File: config.mk
export PLATFORM = sky130hd
export DESIGN_NAME = axis_rr_arbiter_flat
export DESIGN_NICKNAME = d
export VERILOG_FILES = /design/src/rtl/axis_rr_arbiter_pkg.sv /design/src/rtl/axis_rr_arbiter_if.sv /design/src/rtl/axis_rr_arbiter_skid.sv /design/src/rtl/axis_rr_arbiter.sv /design/src/flat_wrapper.sv
export SDC_FILE = /design/constraint.sdc
export NUM_CORES = 1
export LEC_CHECK = 0
export ABC_AREA = 1
export CORE_MARGIN = 8
export CORE_UTILIZATION = 53
export CTS_BUF_LIST = sky130_fd_sc_hd__clkbuf_2 sky130_fd_sc_hd__clkbuf_4 sky130_fd_sc_hd__clkbuf_8
export DETAILED_ROUTE_END_ITERATION = 10
export PLACE_DENSITY = 0.95
export SLEW_MARGIN = 5
export SYNTH_ARGS = -nofsm -noshare
export SYNTH_HDL_FRONTEND = slang
export SYNTH_SLANG_ARGS = --single-unit
export TNS_END_PERCENT = 20
File: constraint.sdc
create_clock -name clk -period 7.51 [get_ports clk]
set_input_delay 1.1265 -clock clk [delete_from_list [all_inputs] [get_ports clk]]
set_output_delay 1.1265 -clock clk [all_outputs]
set_load 0.01 [all_outputs]
File: src/rtl/axis_rr_arbiter_pkg.sv
// rtl/axis_rr_arbiter_pkg.sv - shared types, constants and round-robin pick helper
// Package axis_arb_pkg:
//   arb_state_t  arbiter FSM state (IDLE / LOCKED)
//   SKID_DEPTH   entries in the output skid stage
//   rr_pick()    first valid index at or after ptr, wrapping at n_ports
package axis_arb_pkg;

    typedef enum logic [0:0] {IDLE, LOCKED} arb_state_t;

    localparam int SKID_DEPTH = 2;

    // rr_pick works on a fixed-width request vector so that one function
    // serves every N_PORTS up to MAX_PORTS; unused upper bits are tied to 0.
    localparam int MAX_PORTS  = 16;
    localparam int PICK_IDX_W = 4;

    typedef struct packed {
        logic                  found;
        logic [PICK_IDX_W-1:0] idx;
    } rr_pick_t;

    function automatic rr_pick_t rr_pick(
        input logic [MAX_PORTS-1:0]  valid,
        input logic [PICK_IDX_W-1:0] ptr,
        input logic [PICK_IDX_W:0]   n_ports
    );
        rr_pick_t              res;
        logic [PICK_IDX_W:0]   k;
        res = '0;
        for (int i = 0; i < MAX_PORTS; i++) begin
            k = {1'b0, ptr} + (PICK_IDX_W+1)'(i);
            if (k >= n_ports) begin
                k = k - n_ports;
            end
            if (((PICK_IDX_W+1)'(i) < n_ports) && !res.found && valid[k[PICK_IDX_W-1:0]]) begin
                res.found = 1'b1;
                res.idx   = k[PICK_IDX_W-1:0];
            end
        end
        return res;
    endfunction

endpackage

File: src/rtl/axis_rr_arbiter_if.sv
// rtl/axis_rr_arbiter_if.sv - AXI-Stream N-to-1 arbiter bus bundle
// Signals:
//   s_axis_tdata/tvalid/tlast  N_PORTS packed sources into the arbiter
//   s_axis_tready              per-source ready from the arbiter
//   m_axis_tdata/tlast/tid/tvalid  arbitrated output stream
//   m_axis_tready              sink ready
// Modports: master = arbiter side, slave = surrounding sources and sink.
interface axis_rr_arbiter_if #(
    parameter int N_PORTS  = 4,
    parameter int WIDTH    = 8,
    parameter int ID_WIDTH = $clog2(N_PORTS)
);
    logic [N_PORTS*WIDTH-1:0] s_axis_tdata;
    logic [N_PORTS-1:0]       s_axis_tvalid;
    logic [N_PORTS-1:0]       s_axis_tlast;
    logic [N_PORTS-1:0]       s_axis_tready;
    logic [WIDTH-1:0]         m_axis_tdata;
    logic                     m_axis_tlast;
    logic [ID_WIDTH-1:0]      m_axis_tid;
    logic                     m_axis_tvalid;
    logic                     m_axis_tready;

    modport master (
        input  s_axis_tdata, s_axis_tvalid, s_axis_tlast, m_axis_tready,
        output s_axis_tready, m_axis_tdata, m_axis_tlast, m_axis_tid, m_axis_tvalid
    );

    modport slave (
        output s_axis_tdata, s_axis_tvalid, s_axis_tlast, m_axis_tready,
        input  s_axis_tready, m_axis_tdata, m_axis_tlast, m_axis_tid, m_axis_tvalid
    );
endinterface

File: src/rtl/axis_rr_arbiter_skid.sv
// rtl/axis_rr_arbiter_skid.sv - 2-entry registered skid stage (axis_skid_buffer)
// Ports:
//   clk, rstn                      clock, synchronous active-low reset
//   in_data/in_valid/in_ready      upstream handshake; in_ready is registered
//   out_data/out_valid/out_ready   downstream handshake, driven from registers
module axis_skid_buffer
    import axis_arb_pkg::*;
#(
    parameter int DATA_W = 8
) (
    input  logic              clk,
    input  logic              rstn,
    input  logic [DATA_W-1:0] in_data,
    input  logic              in_valid,
    output logic              in_ready,
    output logic [DATA_W-1:0] out_data,
    output logic              out_valid,
    input  logic              out_ready
);
    logic [DATA_W-1:0] mem [SKID_DEPTH];
    logic              rd_ptr;
    logic              wr_ptr;
    logic [1:0]        count;
    logic [1:0]        count_next;
    logic              push;
    logic              pop;

    assign push = in_valid && in_ready;
    assign pop  = out_valid && out_ready;

    always_comb begin
        count_next = count;
        if (push && !pop) begin
            count_next = count + 2'd1;
        end else if (!push && pop) begin
            count_next = count - 2'd1;
        end
    end

    // in_ready looks one cycle ahead: it is set from the occupancy after
    // this edge, so ready never depends combinationally on out_ready.
    always_ff @(posedge clk) begin
        if (!rstn) begin
            mem[0]   <= '0;
            mem[1]   <= '0;
            rd_ptr   <= 1'b0;
            wr_ptr   <= 1'b0;
            count    <= 2'd0;
            in_ready <= 1'b1;
        end else begin
            if (push) begin
                mem[wr_ptr] <= in_data;
                wr_ptr      <= ~wr_ptr;
            end
            if (pop) begin
                rd_ptr <= ~rd_ptr;
            end
            count    <= count_next;
            in_ready <= (count_next < 2'(SKID_DEPTH));
        end
    end

    assign out_valid = (count != 2'd0);
    assign out_data  = mem[rd_ptr];
endmodule

File: src/rtl/axis_rr_arbiter.sv
// rtl/axis_rr_arbiter.sv - packet-aware round-robin AXI-Stream N-to-1 arbiter
// Ports:
//   clk   clock
//   rstn  synchronous active-low reset
//   bus   axis_rr_arbiter_if.master: N_PORTS sources in, one stream out with tid
// Build option: AXIS_RR_ARBITER_PKT_LOCK_EN keeps the grant until tlast;
//   without it the arbiter re-arbitrates on every beat.
module axis_rr_arbiter
    import axis_arb_pkg::*;
#(
    parameter int N_PORTS  = 4,
    parameter int WIDTH    = 8,
    parameter int ID_WIDTH = $clog2(N_PORTS)
) (
    input logic               clk,
    input logic               rstn,
    axis_rr_arbiter_if.master bus
);
    localparam int DATA_W = ID_WIDTH + 1 + WIDTH;

    arb_state_t            state_q, state_d;
    logic [ID_WIDTH-1:0]   ptr_q, ptr_d;
    logic [ID_WIDTH-1:0]   grant;
    logic                  grant_valid;
    logic                  sel_valid;
    logic                  sel_last;
    logic [WIDTH-1:0]      sel_data;
    logic [N_PORTS-1:0]    tready_d;
    logic                  skid_in_valid;
    logic                  skid_in_ready;
    logic                  accept;
    logic [MAX_PORTS-1:0]  valid_ext;
    rr_pick_t              pick;
    logic [DATA_W-1:0]     skid_out_data;
`ifdef AXIS_RR_ARBITER_PKT_LOCK_EN
    logic [ID_WIDTH-1:0]   lock_q, lock_d;
`endif

    always_comb begin
        valid_ext              = '0;
        valid_ext[N_PORTS-1:0] = bus.s_axis_tvalid;
    end

    assign pick = rr_pick(valid_ext, PICK_IDX_W'(ptr_q), (PICK_IDX_W+1)'(N_PORTS));

    // Grant source: search result in IDLE, the held port while LOCKED.
    always_comb begin
        grant       = ID_WIDTH'(pick.idx);
        grant_valid = pick.found;
`ifdef AXIS_RR_ARBITER_PKT_LOCK_EN
        if (state_q == LOCKED) begin
            grant       = lock_q;
            grant_valid = 1'b1;
        end
`endif
    end

    always_comb begin
        sel_valid = 1'b0;
        sel_last  = 1'b0;
        sel_data  = '0;
        tready_d  = '0;
        for (int i = 0; i < N_PORTS; i++) begin
            if (grant == ID_WIDTH'(i)) begin
                sel_valid   = bus.s_axis_tvalid[i];
                sel_last    = bus.s_axis_tlast[i];
                sel_data    = bus.s_axis_tdata[i*WIDTH +: WIDTH];
                tready_d[i] = rstn && grant_valid && skid_in_ready;
            end
        end
    end

    assign bus.s_axis_tready = tready_d;
    assign skid_in_valid     = rstn && grant_valid && sel_valid;
    assign accept            = skid_in_valid && skid_in_ready;

    always_comb begin
        state_d = state_q;
        ptr_d   = ptr_q;
`ifdef AXIS_RR_ARBITER_PKT_LOCK_EN
        lock_d  = lock_q;
        if (accept) begin
            if (sel_last) begin
                state_d = IDLE;
                ptr_d   = (grant == ID_WIDTH'(N_PORTS-1)) ? '0 : grant + ID_WIDTH'(1);
            end else begin
                state_d = LOCKED;
                lock_d  = grant;
            end
        end
`else
        if (accept) begin
            ptr_d = (grant == ID_WIDTH'(N_PORTS-1)) ? '0 : grant + ID_WIDTH'(1);
        end
`endif
    end

    always_ff @(posedge clk) begin
        if (!rstn) begin
            state_q <= IDLE;
            ptr_q   <= '0;
`ifdef AXIS_RR_ARBITER_PKT_LOCK_EN
            lock_q  <= '0;
`endif
        end else begin
            state_q <= state_d;
            ptr_q   <= ptr_d;
`ifdef AXIS_RR_ARBITER_PKT_LOCK_EN
            lock_q  <= lock_d;
`endif
        end
    end

    axis_skid_buffer #(.DATA_W(DATA_W)) u_skid (
        .clk       (clk),
        .rstn      (rstn),
        .in_data   ({grant, sel_last, sel_data}),
        .in_valid  (skid_in_valid),
        .in_ready  (skid_in_ready),
        .out_data  (skid_out_data),
        .out_valid (bus.m_axis_tvalid),
        .out_ready (bus.m_axis_tready)
    );

    assign {bus.m_axis_tid, bus.m_axis_tlast, bus.m_axis_tdata} = skid_out_data;
endmodule

File: src/flat_wrapper.sv
// flat-port wrapper written by rule: the top's interface ports become plain ports
module axis_rr_arbiter_flat import axis_arb_pkg::*;
#(
    parameter int N_PORTS  = 4,
    parameter int WIDTH    = 8,
    parameter int ID_WIDTH = $clog2(N_PORTS)
)
  (clk, rstn, bus_s_axis_tdata, bus_s_axis_tvalid, bus_s_axis_tlast, bus_m_axis_tready, bus_s_axis_tready, bus_m_axis_tdata, bus_m_axis_tlast, bus_m_axis_tid, bus_m_axis_tvalid);
  axis_rr_arbiter_if #(.N_PORTS(N_PORTS), .WIDTH(WIDTH), .ID_WIDTH(ID_WIDTH)) bus_i ();
  input logic clk;
  input logic rstn;
  input wire logic [$bits(bus_i.s_axis_tdata)-1:0] bus_s_axis_tdata;
  input wire logic [$bits(bus_i.s_axis_tvalid)-1:0] bus_s_axis_tvalid;
  input wire logic [$bits(bus_i.s_axis_tlast)-1:0] bus_s_axis_tlast;
  input wire logic [$bits(bus_i.m_axis_tready)-1:0] bus_m_axis_tready;
  output wire logic [$bits(bus_i.s_axis_tready)-1:0] bus_s_axis_tready;
  output wire logic [$bits(bus_i.m_axis_tdata)-1:0] bus_m_axis_tdata;
  output wire logic [$bits(bus_i.m_axis_tlast)-1:0] bus_m_axis_tlast;
  output wire logic [$bits(bus_i.m_axis_tid)-1:0] bus_m_axis_tid;
  output wire logic [$bits(bus_i.m_axis_tvalid)-1:0] bus_m_axis_tvalid;
  assign bus_i.s_axis_tdata = bus_s_axis_tdata;
  assign bus_i.s_axis_tvalid = bus_s_axis_tvalid;
  assign bus_i.s_axis_tlast = bus_s_axis_tlast;
  assign bus_i.m_axis_tready = bus_m_axis_tready;
  assign bus_s_axis_tready = bus_i.s_axis_tready;
  assign bus_m_axis_tdata = bus_i.m_axis_tdata;
  assign bus_m_axis_tlast = bus_i.m_axis_tlast;
  assign bus_m_axis_tid = bus_i.m_axis_tid;
  assign bus_m_axis_tvalid = bus_i.m_axis_tvalid;
  axis_rr_arbiter #(.N_PORTS(N_PORTS), .WIDTH(WIDTH), .ID_WIDTH(ID_WIDTH)) u_core (.clk(clk), .rstn(rstn), .bus(bus_i));
endmodule
Yosys cells after proc, flatten, opt, wreduce, memory -nomap -nowiden. Memory sizes are Yosys's and may differ from the RTL's. A register that Yosys moved wholly into a read port is not among the register bits. Cells that the tools add are included.

$add $sub $neg: 10. Multiply operators: 0. Divide/modulo/power cells: 0. $lt $le $gt $ge: 9. Eq/ne operators: 3. Shift operators: 0. Mux-type cells: 44. Bitwise logic cells: 2. Reduce and logical (&&, ||, !) cells: 18.

Operators by type and width (count): 8-bit two-way mux (4); 1-bit two-way mux (24); 4-bit by 5-bit less-than comparator with 1-bit output, second input constant (4); 5-bit two-way mux (4); 1-bit binary-select mux with 4-bit select (4); 4-bit two-way mux (4); 5-bit by 3-bit greater-or-equal comparator with 1-bit output, second input constant (3); 4-bit by 3-bit subtractor with 4-bit output, second input constant (3); 11-bit two-way mux (1); 11-bit OR reduction (1); 1-bit logical AND (10); 2-bit by 2-bit adder with 3-bit output, second input constant (2); 2-bit two-way mux (3); 1-bit logical NOT (5); 2-bit by 1-bit adder with 2-bit output, second input constant (2); 2-bit == test, second input constant (2); 2-bit by 3-bit subtractor with 4-bit output, second input constant (1); 2-bit by 1-bit adder with 3-bit output, second input constant (1); 2-bit by 3-bit greater-or-equal comparator with 1-bit output, second input constant (1); 2-bit by 1-bit == test with 1-bit output, second input constant (1); 2-bit logical NOT (1); 2-bit less-than comparator, second input constant (1); 1-bit NOT (2); 2-bit nonzero test (1); 2-bit by 1-bit subtractor with 2-bit output, second input constant (1).

Flip-flop bits (word level): 7. Latch bits: 0. RAM bits: 22. Memory bits (read-only): 0. Bits of input ports: 43. Word-level logic and storage cells: 92. Memories kept: 1.

Memories: u_core.u_skid.mem (words 2, width 11, rd ports 1, clocked after memory_dff 1, wr ports 2, line axis_rr_arbiter_skid.sv:20) `logic [DATA_W-1:0] mem [SKID_DEPTH];`.

Depth between registers and ports, before layout.
Word-level depth: 26. Depth in mapped cells: 26. Depth with buffers taken out: 25.

Modules after synthesis. From an unflattened synthesis, not the netlist that was laid out.

Cells, all modules: 275. Area total of the unflattened synthesis: 2169.6 µm².

Modules (own cells, without submodules): axis_skid_buffer (times used 1, cells an instance 117, area each 1298.7 µm²); axis_rr_arbiter (times used 1, cells an instance 158, area each 870.8 µm²).

Worst setup path after synthesis. Ideal clock, no wire load.

Path type: input to output. Start point: input bus_s_axis_tvalid[0]. End point: output bus_s_axis_tready[2]. Data arrival time: 2.664 ns. Setup slack: 3.719 ns. Cell stages on the path: 15. Cell sequence: nand2_1 > nand3_2 > nand3_4 > nor2_1 > nand2_1 > nand2_1 > inv_1 > nand2_1 > nor2_2 > inv_1 > ha_1 > buf_4 > inv_1 > clkbuf_1 > nor2_1.

RTL lines: from (decl) (line flat_wrapper.sv:13) `input wire logic [$bits(bus_i.s_axis_tvalid)-1:0] bus_s_axis_tvalid;`; to (decl) (line flat_wrapper.sv:16) `output wire logic [$bits(bus_i.s_axis_tready)-1:0] bus_s_axis_tready;`.

==> metrics.yaml <==
numPortBuffers: 58
cts_root_buf: "clkbuf_8"
antenna_found_initial: 0
gr-total-overflow: 0
stdcell_area_um2: 2758
dieArea_um2: 6116
finalCritPeriodShare: 0.6819
cts_buffers: 5
drtIter0Drc: 179
routedWlPerCell_um: 15.18
status: "finished, final reports clean"
synth_top_area_frac: 0.3221
grt_pass1_vias: 1854
finClkSkew_ns: 0.004096
p_clk_frac: 0.146
num_rows: 22
peakVddDrop_mv: 0.3240
drc: 0
cts_tree: "built"
drv_slew: 0
grt_max_degree: 21
power_w: 0.001319
post-place-ws_ns: 2.494
nNetsFinal: 360
path_class: "in -> out"
crit_arrival_ns: 3.99
start_util: 0.5560
synth_top_cells_by_area: "edfxtp_1 32%, nand2_1 12%, dfxtp_1 7.8%"
multi_input_area_um2: 1057
finalSetupViolCount: 0
placed_cells_incl_taps: 347
leakagePower_nw: 1.175
yosysSeqAreaShare: 0.4002
netlist.top_cell.by_area: "edfxtp_1"
setup_tns_ns: 0
rrSetupSlack_ns: 3.07
clk_pin_slew_ns: 0.06
cts_num_sinks: 30
grt_first_pass_wirelength_mm: 8.645
synth_cell_types: 28
holdPathStages: 2
final_common_cell: "nand2_1"
end_kind: "output port"
reg2reg_to: "u_core.u_skid.mem[1][4]"
start_kind: "input port"
ys.flop_type: "edfxtp_1"
r2r_cells: 17
power_density_nw_per_um2: 478.5
pwr-share-seq: 0.202
max-cap-violations: 0
wl_mm: 5.388
max_freq_mhz: 195.3
internal-power_w: 0.0006901
power_frac_comb: 0.652
placed_cell_area_um2: 2625
ys_warn_count: 0
post_cts_resized: 0
async_reset_ff_frac: 0
setup_ws_ns: 2.389
htree_levels: 2
synth_area_um2: 2051
drtPass1Iterations: 4
relSlewSlack: 0.6110
fp.dieH_um: 78.21
min_to: "u_core.u_skid.rd_ptr"
p_sw_frac: 0.4770
synth-edff-count: 22
hold_viol: 0
final_cell_mix: "63 x nand2_1, 58 x clkdlybuf4s50_1, 27 x nor2_1"
r2r-start: "u_core.ptr_q[0]"
coreArea_um2: 3689
switchingPower_w: 0.0006294
dr_total_vias: 1879
io-pin-count: 59
min_path_type: "reg -> reg"
place_congestion: 0.9086
post-cts-setup-buffers: 0
seq_area_um2: 820.8
syn_area_per_cell_um2: 8.138
fin_cells: 355
postCtsHoldBufs: 0
dp_hpwl_mm: 4.056
critPathRequiredTime_ns: 6.38
min-delay-start: "u_core.u_skid.rd_ptr"
path_max_fanout: 12
vias_per_cell: 5.293
area.growth.synth_to_final_pct: 34.47
fillers: 262
antennaDiodeCount: 0
final_layout_size_suffix_gt1_frac: 0.1466
worstSkewPairLatency_ns: 0.28
ant_nets: 0
synthCells: 252
min_period_ns: 5.121
die_w_um: 78.21
rsz0062_at_grt: "no"
synth_fp_nets: 306
clk_path_buf_depth: 2
grt_usage: 0.1778
max_slew.worst_pin.slew_ns: 0.5836
yosys_register_bits: 30
## worst max-delay path, stage by stage
cell             delay, ns
clkdlybuf4s50_1       0.52
nand2_1               0.12
nand3_2               0.14
nand3_4               0.11
nor2_1                0.17
nor2_1                0.08
nand2_1               0.12
nand2_2               0.11
inv_1                 0.12
ha_1                  0.37
inv_1                 0.27
nor2_1                0.18
clkdlybuf4s50_1       0.55
## power groups by stage
| stage | registers, W | clock network [W] | logic [W] |
|---|---|---|---|
| 2_1_floorplan | 0.000254 | 0 | 0.000635 |
| 3_5_place_dp | 0.000270 | 0 | 0.000835 |
| 3_3_place_gp | 0.000266 | 0 | 0.000808 |
| 5_1_grt | 0.000272 | 0.000201 | 0.000954 |
| 4_1_cts | 0.000267 | 0.000193 | 0.000859 |
| 6_report | 0.000267 | 0.000192 | 0.000861 |
## flip-flops by register name (all words and copies together), names as in the netlist, named ones only
name	count
u_core.ptr_q	2
u_core.u_skid.wr_ptr	1
u_core.u_skid.in_ready	1
u_core.u_skid.rd_ptr	1
u_core.u_skid.count	1
u_core.u_skid.mem	22
## metal layers
layer,up-vias,part of all wire,track usage
met5,-,0,0
met3,14,0.077,0.06036
met2,77,0.51,0.3090
met4,0,0.036,0.1000
met1,856,0.38,0.1834
li1,932,-,-
## cell type report
type | count | area share
clock buffers | 5 | 0.02495
repair buffers | 58 | 0.2105
clock inverters | 3 | 0.02314
flip-flops and latches | 30 | 0.2976
well taps | 48 | 0.02178
inverters | 27 | 0.03857
multi-input cells | 184 | 0.3834
## cell families (layout without fill, tap and decap cells)
| kind of cell | Yosys count | in the layout | synth area share |
|---|---|---|---|
| compound gates | 39 | 39 | 0.09823 |
| xor+xnor | 1 | 1 | 0.004272 |
| fa+ha+maj | 11 | 11 | 0.06711 |
| buf+inv | 38 | 93 | 0.08419 |
| flops | 30 | 30 | 0.4002 |
| mux | 11 | 11 | 0.06040 |
| simple gates | 122 | 122 | 0.2855 |
## per-stage QoR
stage / hold WS (ns) / utilization
after floorplan: 0.4725 / -
after global placement: 0.4888 / 0.7117
after detailed placement: 0.5012 / 0.7117
after CTS: 0.5183 / 0.7476
after global routing: 0.5373 / 0.7476
final: 0.5152 / 0.7476
## worst max-delay path by stage
stage | to | startpoint | slack (ns) | cells past startpoint
final | bus_s_axis_tready[3] | bus_s_axis_tvalid[0] | 2.39 | 13
after detailed placement | bus_s_axis_tready[3] | bus_s_axis_tvalid[0] | 2.49 | 13
after CTS | bus_s_axis_tready[3] | bus_s_axis_tvalid[0] | 2.40 | 13
after global routing | bus_s_axis_tready[2] | bus_s_axis_tvalid[0] | 2.16 | 13
after global placement | bus_s_axis_tready[2] | bus_s_axis_tvalid[0] | 2.55 | 13
after floorplan | bus_s_axis_tready[2] | bus_s_axis_tvalid[0] | 3.72 | 15
## Yosys cell counts (2+ instances only)
master and instances:
clkbuf_1 5, nand2_1 63, nand2_2 5, nand3_1 5, ha_1 11, nand4_1 3
edfxtp_1 22, nand3_4 2, buf_4 2, nor2_1 27, o21ai_0 23, inv_1 23
inv_2 3, nand3_2 3, buf_2 2, mux2_2 11, buf_6 2, dfxtp_1 8
a21oi_1 14, nor2_2 10
Note: power is estimated with default switching activity, not from simulation.
